==> src/rtl/ifid_pkg.sv <==
// ifid_pkg: shared widths, NOP word and state encoding for the IF/ID skid register
package ifid_pkg;
    localparam int DEF_INSWIDTH = 32;
    localparam int DEF_AWIDTH = 32;
    localparam logic [31:0] DEF_NOPINS = 32'h00000000;
    localparam logic [1:0] ST_EMPTY = 2'b00;
    localparam logic [1:0] ST_ONE = 2'b10;
    localparam logic [1:0] ST_FULL = 2'b11;
    function automatic logic [1:0] occ_of(input logic [1:0] s);
        return {1'b0, s[1]} + {1'b0, s[0]};
    endfunction
endpackage

==> src/rtl/ifid_skidreg_pipeslot.sv <==
// pipeslot: data+valid register with load and clear; clear overwrites only the CLRMASK bits
import ifid_pkg::*;
module pipeslot #(
    parameter int W = DEF_INSWIDTH + DEF_AWIDTH,
    parameter logic [W-1:0] RSTVAL = '0,
    parameter logic [W-1:0] CLRMASK = '0,
    parameter logic [W-1:0] CLRVAL = '0
) (
    input  logic         clk,
    input  logic         rst_n,
    input  logic         load,
    input  logic         clear,
    input  logic [W-1:0] d,
    output logic [W-1:0] q,
    output logic         valid
);
    always_ff @(posedge clk or negedge rst_n) begin
        if (!rst_n) begin
            q <= RSTVAL;
            valid <= 1'b0;
        end else if (clear) begin
            q <= (q & ~CLRMASK) | (CLRVAL & CLRMASK);
            valid <= 1'b0;
        end else if (load) begin
            q <= d;
            valid <= 1'b1;
        end
    end
endmodule

==> src/rtl/ifid_skidreg.sv <==
// ifid_skidreg: elastic IF/ID stage with main+skid slots, flush bubble insertion and occupancy
import ifid_pkg::*;
module ifid_skidreg #(
    parameter int INSWIDTH = DEF_INSWIDTH,
    parameter int AWIDTH = DEF_AWIDTH,
    parameter logic [INSWIDTH-1:0] NOPINS = INSWIDTH'(DEF_NOPINS)
) (
    input  logic                clk,
    input  logic                rst_n,
    input  logic [INSWIDTH-1:0] insin,
    input  logic [AWIDTH-1:0]   pcnextin,
    input  logic                in_valid,
    output logic                in_ready,
    output logic [INSWIDTH-1:0] insout,
    output logic [AWIDTH-1:0]   pcnextout,
    output logic                out_valid,
    input  logic                out_ready,
    input  logic                flush,
    output logic [1:0]          occupancy
);
    localparam int W = INSWIDTH + AWIDTH;
    logic main_v, skid_v, accept, consume, illegal;
    logic main_load, main_clr, skid_load, skid_clr;
    logic [1:0] st;
    logic [W-1:0] main_q, skid_q, in_d, main_d;
    assign in_d = {insin, pcnextin};
    assign st = {main_v, skid_v};
    assign in_ready = !skid_v;
    assign out_valid = main_v;
    assign accept = in_valid && in_ready;
    assign consume = out_valid && out_ready;
    assign illegal = !main_v && skid_v;
    assign occupancy = occ_of(st);
    assign {insout, pcnextout} = main_q;
    assign main_d = st == ST_FULL ? skid_q : in_d;
    // flush and the unreachable (0,1) state both collapse to EMPTY via clear
    always_comb begin
        main_load = !flush && ((st == ST_EMPTY && accept) || (st == ST_ONE && accept && consume) || (st == ST_FULL && consume));
        main_clr = flush || illegal || (st == ST_ONE && consume && !accept);
        skid_load = !flush && st == ST_ONE && accept && !consume;
        skid_clr = flush || illegal || (st == ST_FULL && consume);
    end
    pipeslot #(
        .W(W),
        .RSTVAL({NOPINS, {AWIDTH{1'b0}}}),
        .CLRMASK({{INSWIDTH{1'b1}}, {AWIDTH{1'b0}}}),
        .CLRVAL({NOPINS, {AWIDTH{1'b0}}})
    ) u_main (
        .clk(clk),
        .rst_n(rst_n),
        .load(main_load),
        .clear(main_clr),
        .d(main_d),
        .q(main_q),
        .valid(main_v)
    );
    pipeslot #(
        .W(W),
        .RSTVAL('0),
        .CLRMASK('0),
        .CLRVAL('0)
    ) u_skid (
        .clk(clk),
        .rst_n(rst_n),
        .load(skid_load),
        .clear(skid_clr),
        .d(in_d),
        .q(skid_q),
        .valid(skid_v)
    );
endmodule

==> config.mk <==
export PLATFORM = sky130hd
export DESIGN_NAME = ifid_skidreg
export DESIGN_NICKNAME = d
export VERILOG_FILES = /design/src/rtl/ifid_pkg.sv /design/src/rtl/ifid_skidreg_pipeslot.sv /design/src/rtl/ifid_skidreg.sv
export SDC_FILE = /design/constraint.sdc
export NUM_CORES = 1
export LEC_CHECK = 0
export CORE_ASPECT_RATIO = 2
export CORE_UTILIZATION = 25
export CTS_CLUSTER_SIZE = 40
export DETAILED_ROUTE_END_ITERATION = 7
export MAX_ROUTING_LAYER = met4
export SLEW_MARGIN = 10
export SYNTH_ARGS = -nofsm -noshare
export SYNTH_HDL_FRONTEND = slang
export SYNTH_HIERARCHICAL = 1
export SYNTH_SLANG_ARGS = --single-unit
export TNS_END_PERCENT = 1
==> constraint.sdc <==
create_clock -name clk -period 2.72 [get_ports clk]
set_input_delay 0.544 -clock clk [delete_from_list [all_inputs] [get_ports clk]]
set_output_delay 0.544 -clock clk [all_outputs]
set_load 0.005 [all_outputs]
==> Yosys cells after proc, flatten, opt, wreduce, memory -nomap -nowiden <==
Cells that the tools add are included.
{ "word_totals": {"reg_bits": 130, "in_bits": 69, "out_inout_bits": 68, "word_cells": 45} }
{ "op_classes": {"addsub": 1, "eq_ne": 2, "n_mux": 7, "bitwise": 2, "reduce_logical": 28} }
{ "ops": {"columns": ["cell", "n"], "rows": [
  ["two-way mux 64 bit", 3],
  ["logical AND 1 bit", 13],
  ["zero test 1 bit", 5],
  ["logical OR 1 bit", 5],
  ["== test 2 bit, second input constant", 2],
  ["two-way mux 1 bit", 4],
  ["AND reduction 2 bit", 2],
  ["nonzero test 2 bit", 2],
  ["adder 1 x 1 -> 2 bit", 1],
  ["zero test 2 bit", 1],
  ["inverter 1 bit", 2]
]} }

==> Longest topological paths before layout <==
Gate-level depths: netlist (run 1).
{ "depth": {"word_depth": 9, "ltp_mapped": 10, "mapped_depth_nobuf": 6} }

==> Hierarchy <==
Netlist (run 1), hierarchy kept.
{ "by_module_without_submodules": {"columns": ["module", "instances", "cells_each", "area_per_inst_um2", "seq_area_each_um2"], "rows": [
  ["pipeslot (u_skid)", 1, 139, 2733.9, 1626.6],
  ["pipeslot (u_main)", 1, 176, 2648.8, 1626.6],
  ["ifid_skidreg", 1, 88, 907.1, 0.0]
]} }

==> Worst setup path before layout (run 1) <==
OpenSTA, ideal clock, no wires.
{ "synth_timing": {"path_type": "reg2reg", "start": "register u_main.valid", "end": "register u_main.q[0]", "arrival_ps": 2121, "required_time_ps": 2595, "setup_slack_ps": 474, "stages_incl_launch_ff": 11, "path_buffers": 5, "synth_period_minus_slack_ps": 2246, "cell_sequence": "dfrtp_1 ha_1 buf_6 buf_6 nand3_1 a31oi_1 buf_6 nor2b_4 buf_6 buf_6 mux2_4"} }
{ "synth_between": {"elab_chain_cells": 7, "word_cells_on_any_way": 20} }
{ "synth_rtl": {"columns": ["element", "line", "text"], "rows": [
  ["start, declared", "ifid_skidreg_pipeslot.sv:15", "output logic valid"],
  ["start signal, assigned", "ifid_skidreg_pipeslot.sv:20", "valid <= 1'b0;"],
  ["start signal, assigned", "ifid_skidreg_pipeslot.sv:23", "valid <= 1'b0;"],
  ["start signal, assigned", "ifid_skidreg_pipeslot.sv:26", "valid <= 1'b1;"],
  ["== test 2 bit", "ifid_skidreg.sv:38", "main_load = !flush && ((st == ST_EMPTY && accept) || (st == ST_ONE && accept && consume) || (st == ST_FULL && ..."],
  ["logical AND 1 bit (2 in a row)", "ifid_skidreg.sv:38", null],
  ["logical OR 1 bit", "ifid_skidreg.sv:38", null],
  ["logical OR 1 bit (*)", "ifid_skidreg.sv:38", null],
  ["logical AND 1 bit (*)", "ifid_skidreg.sv:38", null],
  ["via main_load", "ifid_skidreg.sv:23", "logic main_load, main_clr, skid_load, skid_clr;"],
  ["AND reduction 2 bit (no line) (*)", null, null],
  ["end signal, assigned", "ifid_skidreg_pipeslot.sv:22", "q <= (q & ~CLRMASK) | (CLRVAL & CLRMASK);"],
  ["end, declared", "ifid_skidreg_pipeslot.sv:14", "output logic [W-1:0] q,"]
]} }
The timed path passes the listed nets; every way through them passes the cells marked *.
A chain may end at the register's enable or synchronous reset.

==> Final worst setup path (run 1) <==
{ "layout_timing": {"start": "register u_main.valid", "end": "output occupancy[1]"} }
{ "layout_between": {"elab_chain_cells": 1} }
{ "layout_rtl": {"columns": ["element", "line", "text"], "rows": [
  ["adder 1 x 1 -> 2 bit", "ifid_pkg.sv:10", "return {1'b0, s[1]} + {1'b0, s[0]};"],
  ["end, declared", "ifid_skidreg.sv:19", "output logic [1:0] occupancy"]
]} }
No other way between the ends.

==> results.cfg, run 1 <==
[routing]
wl_per_cell_um = 16.39
ant_nets = 0
wl_met1_um = 5531
via_per_inst = 4.171
drt_pass1_iterations = 5
highest_layer = met4
drt-initial-drc-count = 90
route.met3.wl_um = 536
drcViolationCount = 0
wl_um = 14540
wl_met2_um = 8118
vias = 3700

[sta]
finalCritPeriodShare_pct = 92.33
hold_viol_final = 0
setup_viol = 0
finalCriticalPeriod_ps = 2512
relSlewSlack_pct = 46.43
fmax_mhz = 398.2
tightest_slew_ps = 803.6
grt_setup_unrepaired = no
finalSetupTns_ps = 0
slew_viol_final = 0
clock_skew_ps = 13.76

[layout]
drive_gt1_share_pct = 36.76
fill_cells = 2429
diodes = 0
num-nets-final = 617
layout-area-overhead-vs-synth_pct = 36.14
fin_util_pct = 34.77

[global_routing]
overflow = 0
grt_pass1_wl_um = 22900
grt_max_degree = 69
grt_pass1_vias = 4326
antenna_found_initial = 0
grt_use_total_pct = 12.33

[critical_path]
crit_arrival_ps = 1970
startpoint = u_main/valid
slowest_delay_ps = 550
path_cells = ha_4, buf_4, clkdlybuf4s50_1
start_kind = flop
critPathMaxFanout = 17
worstReg2RegStart = u_main/valid
ff2ff_path_depth = 7
cpMaxStageDelayCell = clkdlybuf4s50_1
critPathCaptureType = output port
crit_type = reg2out
worst_ep_required_time_ps = 2180

[pwr]
p_leak_nw = 3.634
ir_drop_uv = 370.5
power_density_mw_per_mm2 = 743.5

[synth]
yosys_warnings = 6
netlist-cell-type-count = 21
syn_inst = 403
netlist_area_mm2 = 0.006290
ys_ff_latch = 130
yosysSeqAreaShare_pct = 51.72
syn-num-nets = 476
syn_avg_cell_area_um2 = 15.61

[clock_network]
cts_resized = 0
post-cts-setup-buffers = 0
cts.sinks = 130
numCtsBuffers = 17
cts_max_level = 4
clk_latency_ps = 430
cts_hold_buf = 0
cts_buffer_depth = 2
cts-root-buf = clkbuf_16
cts_tree = built
clk_pin_slew_ps = 60

[die]
dieWidth_um = 114.2
dieArea_mm2 = 0.02584
ios = 137
core-area_mm2 = 0.02463
rows = 81
start_util_pct = 25.54
die_y_um = 226.3

[place]
post-dp-hpwl_um = 9922
finalWeightedCongestion = 0.6949
portBuffers = 136

[min_path]
hp-class = in2async

[outcome]
status = finished clean

[job]
drv_cap = 0
[through the flow]
stage	instance area (um^2)	instances	setup slack, ps	total power, mW	hold WS, ps
floorplan	6290	403	473.8	3.378	248.4
global placement	7968	857	153.4	3.987	485.2
detailed placement	7968	857	137.0	4.057	488.1
CTS	8563	887	140.3	6.482	101.5
global route	8563	887	84.39	6.677	115.7
finish	8563	887	208.5	6.367	106.7
[registers in the layout (all words and copies together), names as in the netlist]
name	count
u_skid/valid	1
u_main/valid	1
u_main/q	64
u_skid/q	64
[Yosys cell counts]
master | number | area share, %
a21oi_1 | 1 | 0.079
a31oi_1 | 1 | 0.10
and3_1 | 1 | 0.10
buf_1 | 2 | 0.12
buf_12 | 7 | 2.2
buf_2 | 5 | 0.40
buf_6 | 11 | 2.0
clkbuf_1 | 1 | 0.060
dfrtp_1 | 130 | 52
ha_1 | 4 | 0.80
inv_1 | 2 | 0.12
mux2_2 | 70 | 13
mux2_4 | 90 | 21
mux2i_1 | 32 | 5.1
nand2_1 | 2 | 0.12
nand3_1 | 2 | 0.16
nand4_1 | 1 | 0.10
nor2_1 | 37 | 2.2
nor2b_1 | 1 | 0.10
nor2b_4 | 2 | 0.44
o21ai_0 | 1 | 0.079
[final timing paths]
path	endpoint	slack, ps
hold reg to reg	u_skid/q[30]	510
hold / removal	u_main/q[47]	110
setup reg to reg	u_skid/q[2]	450
max in group asynchronous	u_skid/q[10]	1860
min in group clk	u_skid/q[30]	510
setup / recovery	occupancy[1]	210
[where the power goes]
part | total, mW | internal [mW] | switching [mW] | leakage [nW]
Clock | 2.34 | 1.52 | 0.819 | 0.293
Combinational | 1.36 | 0.986 | 0.378 | 1.68
Sequential | 2.66 | 2.39 | 0.271 | 1.66
Total | 6.37 | 4.90 | 1.47 | 3.63
[final cells by class]
cell class	instances	area [um^2]	area share (%)
Tap cell	332	415.4	4.851
Clock inverter	5	100.1	1.169
Timing Repair Buffer	148	1524	17.80
Multi-Input combinational cell	245	2768	32.32
Clock buffer	25	495.5	5.786
Sequential cell	130	3253	37.99
Inverter	2	7.507	0.08767
[critical path, delay by kind of cell (launching register included)]
kind,cells,cell delay [ps]
fa+ha+maj,1,190
flops,1,530
buf+inv,2,810
[layer usage]
metal | vias to the layer above | GRT usage [%]
li1 | 1691 | -
met1 | 1886 | 12.10
met2 | 103 | 21.76
met3 | 20 | 3.716
met4 | 0 | 6.200
met5 | - | -
[cell families (layout without fill, tap and decap cells)]
group	count (synthesis)	after routing	synth area share [%]
fa+ha+maj	4	4	0.7957
simple gates	46	46	3.223
mux	192	192	39.11
compound gates	3	3	0.2585
flops	130	130	51.72
buf+inv	28	180	4.893
[cell usage in the layout (no fill, tap or decap)]
cell               n
clkbuf_16         17
nor2b_1            1
nand2_1            2
ha_1               3
mux2i_1           32
clkbuf_1           4
clkdlybuf4s50_1  135
nor2_1            37
nand3_1            2
nor2b_4            2
a21oi_1            1
o21ai_4            1
inv_1              2
and3_1             1
nand4_1            1
mux2_2            70
buf_12             6
clkbuf_8           4
bufinv_16          3
clkinv_2           2
mux2_4            90
buf_4              7
ha_4               1
dfrtp_1          130
a31oi_4            1
(Power assumes the default switching activity.)
==> run 2, diff against run 1 <==
--- a/config.mk
+++ b/config.mk
@@ -10,6 +10,7 @@
 export CTS_CLUSTER_SIZE = 40
 export DETAILED_ROUTE_END_ITERATION = 7
 export MAX_ROUTING_LAYER = met4
+export PLACE_DENSITY = 0.43
 export SLEW_MARGIN = 10
 export SYNTH_ARGS = -nofsm -noshare
 export SYNTH_HDL_FRONTEND = slang
==> run 2 against run 1 <==
Routed wire length increased by 4.1%. Register-to-register slack better by 150 ps. Utilization fell by 0.11 points. First-iteration DRC count rose by 37%. Critical path depth unchanged. Fmax shrank 0.14%. Clock skew is 7.7 ps lower. Critical endpoint unchanged. Largest cell class unchanged. Largest power group unchanged.
==> results.cfg, run 2 (synthesis results as in run 1) <==
[sta]
relSlewSlack_pct = 59.19
clock_skew_ps = 6.097
finalCriticalPeriod_ps = 2515
hold_viol_final = 0
fmax_mhz = 397.6
finalSetupTns_ps = 0
grt_setup_unrepaired = no
tightest_slew_ps = 612.2
slew_viol_final = 0
setup_viol = 0
finalCritPeriodShare_pct = 92.47

[layout]
fin_area_mm2 = 0.008536
fill_cells = 2441
drive_gt1_share_pct = 37.81
layout_common_cells = clkdlybuf4s50_1, dfrtp_1, mux2_4
top_regs = u_main/q x64, u_skid/q x64
layout-area-overhead-vs-synth_pct = 35.71
instances_no_fill = 890
layout_commonest_cell = clkdlybuf4s50_1
diodes = 0
num-nets-final = 618

[die]
die_y_um = 226.3
dieWidth_um = 114.2
start_util_pct = 25.54
core-area_mm2 = 0.02463
dieArea_mm2 = 0.02584
ios = 137
rows = 81

[routing]
ant_nets = 0
drt_pass1_iterations = 4
via_per_inst = 4.087
wl_um = 15130
vias = 3637
drt-initial-drc-count = 123
wl_per_cell_um = 17.00
drcViolationCount = 0

[critical_path]
crit_type = reg2out
crit_arrival_ps = 1970
critPathCaptureType = output port
ff2ff_path_depth = 6
critPathMaxFanout = 14
worst_ep_required_time_ps = 2180
start_kind = flop

[pwr]
ir_drop_uv = 349.3
power_density_mw_per_mm2 = 734.6
p_leak_nw = 3.628

[min_path]
hp-class = in2async

[global_routing]
grt_max_degree = 62
grt_pass1_vias = 4226
grt_pass1_wl_um = 24220
overflow = 0
grt_use_total_pct = 13.24
antenna_found_initial = 0

[clock_network]
cts_hold_buf = 0
cts_tree = built
numCtsBuffers = 17
clk_latency_ps = 430
cts_max_level = 4
cts.sinks = 130
cts-root-buf = clkbuf_16
clk_pin_slew_ps = 60
cts_buffer_depth = 2

[place]
finalWeightedCongestion = 0.7194
portBuffers = 136
dp_cells = 858
dpl_cell_area_mm2 = 0.007954
post-dp-hpwl_um = 10030

[job]
drv_cap = 0

[outcome]
status = finished clean
==> run 2: cell types whose count changed in the layout (fill, tap and decap cells not counted) <==
cell and change:
clkbuf_8 -1, dfrtp_2 +1, buf_12 -2, bufinv_16 -1, dfrtp_1 -1, clkinv_2 +5
buf_6 +1, clkinvlp_4 +2, clkbuf_1 -3, buf_4 +2
==> run 2: area by class of cell <==
type                       instances  area, um^2  area share, %
timing repair buffer             149        1510          17.69
tap                              332       415.4          4.867
sequential                       130        3254          38.13
clock inverter                    11       110.1          1.290
inverter                           2       7.507        0.08795
multi-input combinational        245        2768          32.42
clock buffer                      21       470.5          5.512
==> run 2: routing by layer <==
layer / track usage, % / vias to the layer above / routed length (um)
met4: 5.404 / 0 / 266
li1: - / 1693 / -
met2: 22.72 / 83 / 8254
met1: 13.94 / 1846 / 6011
met3: 4.197 / 15 / 597
met5: - / - / 0
==> run 2: path summary, 6_finish.rpt <==
kind	from	slack [ps]	to
setup reg to reg	u_main/valid	600	u_main/q[27]
max in group asynchronous	rst_n	1840	u_main/q[16]
min in group clk	u_skid/q[49]	500	u_skid/q[49]
setup / recovery	u_main/valid	200	occupancy[1]
hold reg to reg	u_skid/q[49]	500	u_skid/q[49]
hold / removal	rst_n	80	u_skid/q[57]
==> run 2: critical path, cell delays in order (launching register included) <==
cell	delay [ps]
dfrtp_2	470
ha_4	300
buf_4	250
clkdlybuf4s50_1	520
==> run 2: timing repair <==
item	CTS	global route
resized for setup	0	1
setup buffers	0	0
setup endpoints to repair	0	1
==> run 2: stage by stage <==
step	hold WS (ps)	setup slack (ps)	utilization (%)	power (mW)
detailed placement	489.0	145.9	32.30	4.048
CTS	102.4	16.64	34.65	6.403
global placement	485.1	140.5	32.30	4.021
global route	115.5	62.95	34.66	6.623
finish	77.58	204.9	34.66	6.271
floorplan	248.4	473.8	-	3.378
==> run 2: power breakdown <==
part | total (mW) | internal, mW | switching [mW]
clock | 2.27 | 1.41 | 0.861
sequential | 2.65 | 2.39 | 0.266
combinational | 1.35 | 0.983 | 0.368
total | 6.27 | 4.78 | 1.49
==> run 3, diff against run 2 <==
--- a/config.mk
+++ b/config.mk
@@ -11,6 +11,7 @@
 export DETAILED_ROUTE_END_ITERATION = 7
 export MAX_ROUTING_LAYER = met4
 export PLACE_DENSITY = 0.43
+export RECOVER_POWER = 25
 export SLEW_MARGIN = 10
 export SYNTH_ARGS = -nofsm -noshare
 export SYNTH_HDL_FRONTEND = slang
==> constraint.sdc (replaced) <==
create_clock -name clk -period 2.9 [get_ports clk]
set_input_delay 0.58 -clock clk [delete_from_list [all_inputs] [get_ports clk]]
set_output_delay 0.58 -clock clk [all_outputs]
set_load 0.005 [all_outputs]
==> run 3 against run 2 <==
Die area is the same. Via count grew 1.8%. Clock-buffer cell count grew 2. The run now ends with capacitance limit left. Cell area is essentially flat. Largest cell class unchanged. Critical path type unchanged. Highest routed layer unchanged. Sequential share of layout area is essentially flat.
==> results.cfg, run 3 (synthesis results as in run 1) <==
[clock_network]
cts_buffer_depth = 2
numCtsBuffers = 17
cts_resized = 0
cts_max_level = 4
cts-root-buf = clkbuf_16
post-cts-setup-buffers = 0
cts.sinks = 130
cts_hold_buf = 0
cts_tree = built
clk_pin_slew_ps = 60
clk_latency_ps = 430

[sta]
hold_viol_final = 0
whs_ps = 56.50
finalCriticalPeriod_ps = 2689
setup_viol = 0
clock_skew_ps = 8.370
tightest_slew_ps = 1500
finalSetupTns_ps = 0
finalCritPeriodShare_pct = 92.72
relSlewSlack_pct = 0.004352
worst_slack_ps = 211.1
fmax_mhz = 371.9
slew_viol_final = 0
grt_setup_unrepaired = no

[critical_path]
worst-path-buf-inv = 2
path_cells = ha_4, buf_4, clkdlybuf4s50_1
slowest_delay_ps = 540
ff2ff_path_depth = 6
critPathCaptureType = output port
cpMaxStageDelayCell = dfrtp_1
crit_type = reg2out
cp.depth = 3
crit_family = buffers and inverters
worst_ep_required_time_ps = 2320
crit_arrival_ps = 2110
critPathMaxFanout = 14
start_kind = flop

[routing]
wl_um = 15110
ant_nets = 0
drcViolationCount = 0
via_per_inst = 4.171
drt_pass1_iterations = 6
drt-initial-drc-count = 104
vias = 3704
wl_per_cell_um = 17.02

[die]
die_y_um = 226.3
start_util_pct = 25.54
rows = 81
core-area_mm2 = 0.02463
ios = 137
dieArea_mm2 = 0.02584
dieWidth_um = 114.2

[pwr]
p_seq_share_pct = 41.8
p_comb_share_pct = 21.4
p_sw_share_pct = 23.65
p_clk_share_pct = 36.8
power_density_mw_per_mm2 = 694.9
p_sw_mw = 1.403
internal-power_mw = 4.529
ir_drop_uv = 356.5
p_leak_nw = 3.620

[layout]
num-nets-final = 616
top_regs = u_main/q x64, u_skid/q x64
layout-area-overhead-vs-synth_pct = 35.73
drive_gt1_share_pct = 37.41
layout_commonest_cell = clkdlybuf4s50_1
diodes = 0
fin_util_pct = 34.66
layout_common_cells = clkdlybuf4s50_1, dfrtp_1, mux2_4
fill_cells = 2420

[global_routing]
grt_max_degree = 59
grt_pass1_vias = 4211
antenna_found_initial = 0
grt_pass1_wl_um = 23670
grt_use_total_pct = 12.98
overflow = 0

[place]
dp_slack_ps = 234.6
post-dp-hpwl_um = 9920
finalWeightedCongestion = 0.7176
portBuffers = 136

[job]
drv_cap = 1

[min_path]
hp-class = in2async

[outcome]
violations = capacitance limit
status = complete, but fails checks
-- run 3: changes by cell type in the layout (fill, tap and decap cells not counted) --
cell,delta
clkinv_2,-3
dfrtp_2,-1
buf_4,-3
clkinvlp_4,+1
clkbuf_2,+1
clkbuf_8,+2
dfrtp_1,+1
-- run 3: through the flow --
stage	power (mW)	cells	area (um^2)
global route	6.232	888	8537
detailed placement	3.796	856	7951
finish	5.932	888	8537
floorplan	3.168	403	6290
global placement	3.766	856	7951
CTS	6.049	888	8552
-- run 3: worst paths after layout --
kind / from / to / slack [ps]
max: u_main/valid / occupancy[1] / 210
min: rst_n / u_main/q[59] / 60
max reg2reg: u_main/valid / u_main/q[3] / 630
min reg2reg: u_skid/q[42] / u_skid/q[42] / 500
max in group asynchronous: rst_n / u_main/q[6] / 1050
min in group clk: u_skid/q[42] / u_skid/q[42] / 500
-- run 3: per-layer routing --
metal / global-route usage [%] / vias to the layer above / routed length [um]
li1: - / 1696 / -
met1: 13.06 / 1895 / 5817
met2: 22.66 / 92 / 8286
met3: 3.261 / 21 / 556
met4: 7.289 / 0 / 450
met5: - / - / 0
-- run 3: layout make-up --
| cell class | count | area, um^2 | area share, % |
|---|---|---|---|
| clock inverter | 9 | 102.6 | 1.202 |
| multi-input combinational | 245 | 2768 | 32.42 |
| tap | 332 | 415.4 | 4.866 |
| sequential | 130 | 3253 | 38.11 |
| timing repair buffer | 147 | 1493 | 17.48 |
| clock buffer | 23 | 498.0 | 5.833 |
| inverter | 2 | 7.507 | 0.08794 |
-- run 3: power groups by stage --
stage	Combinational, mW	Clock (mW)	Sequential [mW]
4_1_cts	1.30	2.26	2.49
5_1_grt	1.37	2.33	2.54
6_report	1.27	2.18	2.48
3_5_place_dp	1.29	0	2.51
3_3_place_gp	1.26	0	2.50
2_1_floorplan	0.721	0	2.45
